$ cat config.mk
export PLATFORM = sky130hd
export DESIGN_NAME = mem_port_arbiter
export DESIGN_NICKNAME = d
export VERILOG_FILES = /design/src/rtl/mem_port_arbiter.sv
export SDC_FILE = /design/constraint.sdc
export NUM_CORES = 1
export LEC_CHECK = 0
export BUFFER_PORTS_ARGS = -buffer_cell sky130_fd_sc_hd__clkbuf_2
export CAP_MARGIN = 20
export CORE_AREA = 8 8 159 161
export DETAILED_ROUTE_END_ITERATION = 7
export DIE_AREA = 0 0 167 169
export PLACE_DENSITY = 0.4
export SLEW_MARGIN = 20
export SYNTH_ARGS = -nofsm -noshare
export SYNTH_HDL_FRONTEND = slang
export SYNTH_SLANG_ARGS = --single-unit
$ cat constraint.sdc
create_clock -name clk_i -period 2.38 [get_ports clk_i]
set_input_delay 0.119 -clock clk_i [delete_from_list [all_inputs] [get_ports clk_i]]
set_output_delay 0.119 -clock clk_i [all_outputs]
set_load 0.05 [all_outputs]
$ cat src/rtl/mem_port_arbiter.sv
// Two-requester arbiter for the single-port operand/result memory, with in-order read routing.
// Optional macro ARB_FIXED_PRIO_EN replaces round-robin/burst ownership with fixed m0 priority.
module mem_port_arbiter #(
    parameter int ADDR_W    = 10,
    parameter int DATA_W    = 64,
    parameter int RD_LAT    = 1,
    parameter int MAX_BURST = 4
) (
    input  logic              clk_i,
    input  logic              rst_ni,
    input  logic              m0_req_i,
    input  logic              m0_we_i,
    input  logic [ADDR_W-1:0] m0_addr_i,
    input  logic [DATA_W-1:0] m0_wdata_i,
    output logic              m0_gnt_o,
    output logic              m0_rvalid_o,
    output logic [DATA_W-1:0] m0_rdata_o,
    input  logic              m1_req_i,
    input  logic              m1_we_i,
    input  logic [ADDR_W-1:0] m1_addr_i,
    input  logic [DATA_W-1:0] m1_wdata_i,
    output logic              m1_gnt_o,
    output logic              m1_rvalid_o,
    output logic [DATA_W-1:0] m1_rdata_o,
    output logic              mem_read_o,
    output logic              mem_write_o,
    output logic [ADDR_W-1:0] mem_addr_o,
    output logic [DATA_W-1:0] mem_wdata_o,
    input  logic [DATA_W-1:0] mem_rdata_i
);

    logic gnt0, gnt1;

`ifdef ARB_FIXED_PRIO_EN
    always_comb begin
        gnt0 = rst_ni & m0_req_i;
        gnt1 = rst_ni & m1_req_i & ~m0_req_i;
    end
`else
    typedef enum logic [1:0] {S_IDLE, S_OWN0, S_OWN1} state_e;

    localparam logic [3:0] MaxBurst = 4'(MAX_BURST);

    state_e     state_q, state_d;
    logic [3:0] burst_cnt_q, burst_cnt_d;
    logic       rr_last_q, rr_last_d;

    always_ff @(posedge clk_i or negedge rst_ni) begin
        if (!rst_ni) begin
            state_q     <= S_IDLE;
            burst_cnt_q <= '0;
            rr_last_q   <= 1'b1;
        end else begin
            state_q     <= state_d;
            burst_cnt_q <= burst_cnt_d;
            rr_last_q   <= rr_last_d;
        end
    end

    always_comb begin
        state_d     = state_q;
        burst_cnt_d = burst_cnt_q;
        rr_last_d   = rr_last_q;
        gnt0        = 1'b0;
        gnt1        = 1'b0;

        case (state_q)
            S_OWN0: begin
                if (m0_req_i && ((burst_cnt_q < MaxBurst) || !m1_req_i)) begin
                    gnt0 = 1'b1;
                end else if (m1_req_i) begin
                    gnt1 = 1'b1;
                end
            end
            S_OWN1: begin
                if (m1_req_i && ((burst_cnt_q < MaxBurst) || !m0_req_i)) begin
                    gnt1 = 1'b1;
                end else if (m0_req_i) begin
                    gnt0 = 1'b1;
                end
            end
            default: begin
                if (m0_req_i && m1_req_i) begin
                    gnt0 = rr_last_q;
                    gnt1 = ~rr_last_q;
                end else begin
                    gnt0 = m0_req_i;
                    gnt1 = m1_req_i;
                end
            end
        endcase

        // Grants are masked while reset is held so nothing reaches the memory.
        if (!rst_ni) begin
            gnt0 = 1'b0;
            gnt1 = 1'b0;
        end

        if (gnt0) begin
            state_d   = S_OWN0;
            rr_last_d = 1'b0;
            if (state_q != S_OWN0) begin
                burst_cnt_d = 4'd1;
            end else if (burst_cnt_q < MaxBurst) begin
                burst_cnt_d = burst_cnt_q + 4'd1;
            end
        end else if (gnt1) begin
            state_d   = S_OWN1;
            rr_last_d = 1'b1;
            if (state_q != S_OWN1) begin
                burst_cnt_d = 4'd1;
            end else if (burst_cnt_q < MaxBurst) begin
                burst_cnt_d = burst_cnt_q + 4'd1;
            end
        end else begin
            state_d     = S_IDLE;
            burst_cnt_d = '0;
        end
    end
`endif

    // Memory side: strobes and muxed address/data for the granted requester, zero otherwise.
    always_comb begin
        mem_read_o  = (gnt0 & ~m0_we_i) | (gnt1 & ~m1_we_i);
        mem_write_o = (gnt0 & m0_we_i) | (gnt1 & m1_we_i);
        mem_addr_o  = '0;
        mem_wdata_o = '0;
        if (gnt0) begin
            mem_addr_o  = m0_addr_i;
            mem_wdata_o = m0_wdata_i;
        end else if (gnt1) begin
            mem_addr_o  = m1_addr_i;
            mem_wdata_o = m1_wdata_i;
        end
    end

    assign m0_gnt_o = gnt0;
    assign m1_gnt_o = gnt1;

    // Read-return tracker: {valid, id} travels RD_LAT stages to line up with mem_rdata_i.
    logic [RD_LAT-1:0] rd_vld_q;
    logic [RD_LAT-1:0] rd_id_q;

    always_ff @(posedge clk_i or negedge rst_ni) begin
        if (!rst_ni) begin
            rd_vld_q <= '0;
            rd_id_q  <= '0;
        end else begin
            rd_vld_q[0] <= mem_read_o;
            rd_id_q[0]  <= gnt1;
            for (int i = 1; i < RD_LAT; i++) begin
                rd_vld_q[i] <= rd_vld_q[i-1];
                rd_id_q[i]  <= rd_id_q[i-1];
            end
        end
    end

    always_comb begin
        m0_rvalid_o = rd_vld_q[RD_LAT-1] & ~rd_id_q[RD_LAT-1];
        m1_rvalid_o = rd_vld_q[RD_LAT-1] & rd_id_q[RD_LAT-1];
        m0_rdata_o  = m0_rvalid_o ? mem_rdata_i : '0;
        m1_rdata_o  = m1_rvalid_o ? mem_rdata_i : '0;
    end

endmodule

==> qor.txt <==
Status = finished with violations
Failing checks = setup timing
DRC viols = 0
RSZ-0062 raised after global routing = true
Post-Layout Cell Count = 990
FF-to-FF Start = state_q[0]
Max-slew violations = 0
Worst Setup Start Kind = flip-flop
Tmin final = 2450 ps
Hpwl dp = 18.4 mm
Fmax = 407 MHz
Die width = 167 µm
FF-to-FF path depth = 9
Synth warn = 0
Slowest CP cell = dfrtp_1
Cell count after placement = 981
Initial antenna violation count = 2
Seq/Total Area, Yosys = 10.6%
CP Max Fanout = 23
Clk_lat worst skew = 230 ps
Sink Count = 9
Worst Path Required = 2260 ps
Clock tree from TritonCTS = built
Routed wire length = 20.8 mm
VDD IR-drop max = 0.000777 V
Clock buffer count from CTS = 3
Hold path start = m0_we_i
HP Class = input port to flip-flop
Die area = 0.0282 mm²
Setup Viol. Count Final = 63
Row cnt = 56
Setup ws final = -74.4 ps
Endpoint type of the worst setup path = output pin
Skew final = 2.74 ps
Layout area overhead = 219%
Number of global-route vias before repair = 4070
GRT overflow = 0
Sequential power share = 3.1%
Port Buffers = 425
Reg2reg setup slack = 210 ps
Fin nets = 922
Pre-CTS worst setup slack = 77.8 ps
Pin count of the biggest net entering global routing = 66
Routed vias/inst = 3.95
RR Endpoint = burst_cnt_q[2]
CP arrival = 2340 ps
Psw = 4630 µW
Worst slew margin = 55.7%
Share of layout cells above drive strength 1 = 69.0%
Syn Inst Count = 290
Family with the most delay on the worst path = buffers and inverters
Inserted Diodes = 0
Initial core utilization = 9.32%
Core ar. = 0.0229 mm²
Syn nets = 511
TNS Setup = -3370 ps
Hold endpoint = rd_vld_q
Mapped cell area = 0.00213 mm²
Seq cells post-synth = 9
Tot GR Track Use = 13.4%
Power Density = 1240 mW/mm²
Wire per inst = 21.0 µm
Critical path class = flip-flop to output pin
Actual slew at the worst max-slew pin = 665 ps
Max-Cap Viols = 0
Leak = 0.00367 µW
Buf/Inv on CP = 4
Net Sw Frac = 54.9%
Syn Area/Cell = 7.36 µm²
Tot Pwr = 8440 µW
I/O pin cnt = 426
Distinct cells, synth = 29
Hold Path Depth = 2
Remaining antenna violation count = 0
Fill cells = 2405
CTS Buffer Depth = 2
Critical path, cell by cell = buf_4, ha_4, or3_1, nand4_1, a311oi_4, buf_6, bufbuf_16, a22o_4, buf_12
Worst-path clk slew = 40 ps
Endpoints failing hold = 0
Fin Hold WS = 162 ps
Cell internal pwr = 3810 µW
Combinational Power Share = 93.4%
Root Driver = clkbuf_16
Clk pwr share = 3.5%
Vias = 3908
DRT Pass-1 Iters = 4
Slowest stage delay, CP = 380 ps
CTS H-tree lvls = 1
Final period utilization = 103%
GPL Wtd Cong = 0.897
Initial drt markers = 127
Height of the die = 169 µm
Global-route wire length before repair = 28.6 mm
[power by group through the flow]
stage	Combinational, µW	Clock, µW	Sequential [µW]
floorplan	3990	0	223
global placement	7470	0	255
detailed placement	7480	0	257
CTS	7680	303	259
global route	8160	313	268
finish	7880	299	258
[sequential cells by signal, summed over array words and instances (netlist names)]
| name | cells |
|---|---|
| rd_vld_q | 1 |
| rr_last_q | 1 |
| burst_cnt_q | 4 |
| state_q | 2 |
| rd_id_q | 1 |
[worst max path at each step]
stage	start	endpoint	depth (start not counted)
2_1_floorplan	state_q[0]	rd_vld_q	9
3_3_place_gp	state_q[0]	mem_wdata_o[11]	9
3_5_place_dp	state_q[0]	mem_wdata_o[12]	9
4_1_cts	state_q[1]	mem_wdata_o[52]	8
5_1_grt	state_q[0]	mem_wdata_o[56]	9
6_report	state_q[0]	mem_wdata_o[43]	9
[cell usage in the layout, fill, tap and decap left out, types with 2 or more instances in the layout]
cell and n:
dfrtp_1 8, o21a_1 2, clkbuf_16 3, nand2_1 3, and2_1 65, buf_12 117, ha_4 2, inv_1 5
and3_1 64, a22o_1 49, buf_6 6, a21oi_1 2, a22o_4 26, o21ai_0 2, nor2_1 5, bufbuf_16 2
clkbuf_2 302, buf_4 15
[cell families after synthesis]
logic type,count (synthesis),share of synthesized area [%]
xor+xnor,1,0.410
compound gates,87,36.0
fa+ha+maj,3,1.76
simple gates,145,41.4
flops,9,10.6
mux,1,0.469
buf+inv,44,9.32
[repair_timing]
item,CTS,global route
setup buffers,1,1
hold buffers,1,0
hold endpoints to repair,8,0
pin swaps,3,1
gates resized for setup,15,56
gates cloned,2,0
endpoints found under the setup margin,64,74
[metrics by stage]
| step | utilization [%] | area, µm² |
|---|---|---|
| global placement | 27.6 | 6320 |
| floorplan | - | 2140 |
| CTS | 28.6 | 6560 |
| global route | 29.7 | 6800 |
| detailed placement | 27.6 | 6320 |
| finish | 29.7 | 6800 |
[layer usage]
metal	track usage, %	wire length [µm]
met3	5.45	2150
met4	1.76	273
met5	0	9
met2	27.0	11400
met1	12.7	6980
[area by class of cell]
type | instances | area (µm²) | share of cell area [%]
multi-input combinational | 237 | 2000 | 29.3
inverter | 6 | 22.5 | 0.331
sequential | 9 | 226 | 3.33
clock buffer | 4 | 78.8 | 1.16
timing repair buffer | 444 | 4120 | 60.5
tap | 290 | 363 | 5.33
[Yosys cell counts, drive strengths merged]
master   number  area share, %
a2111oi       1            1.3
a21oi         2           0.47
a22o         75             31
a22oi         1           0.35
a311oi        1           0.70
and2         65             19
and3         65             19
buf          14            4.0
clkbuf       24            4.2
dfrtp         8            9.4
dfstp         1            1.2
ha            3            1.8
inv           6            1.1
mux2i         1           0.47
nand2         3           0.53
nand3         1           0.23
nand4         1           0.29
nor2          6            1.1
nor2b         2           0.59
nor3b         1           0.35
o21a          2           0.70
o21ai         2           0.47
o221ai        1           0.41
o22a          1           0.41
o32ai         1           0.41
or3           1           0.29
xor2          1           0.41
(Power assumes the default switching activity.)
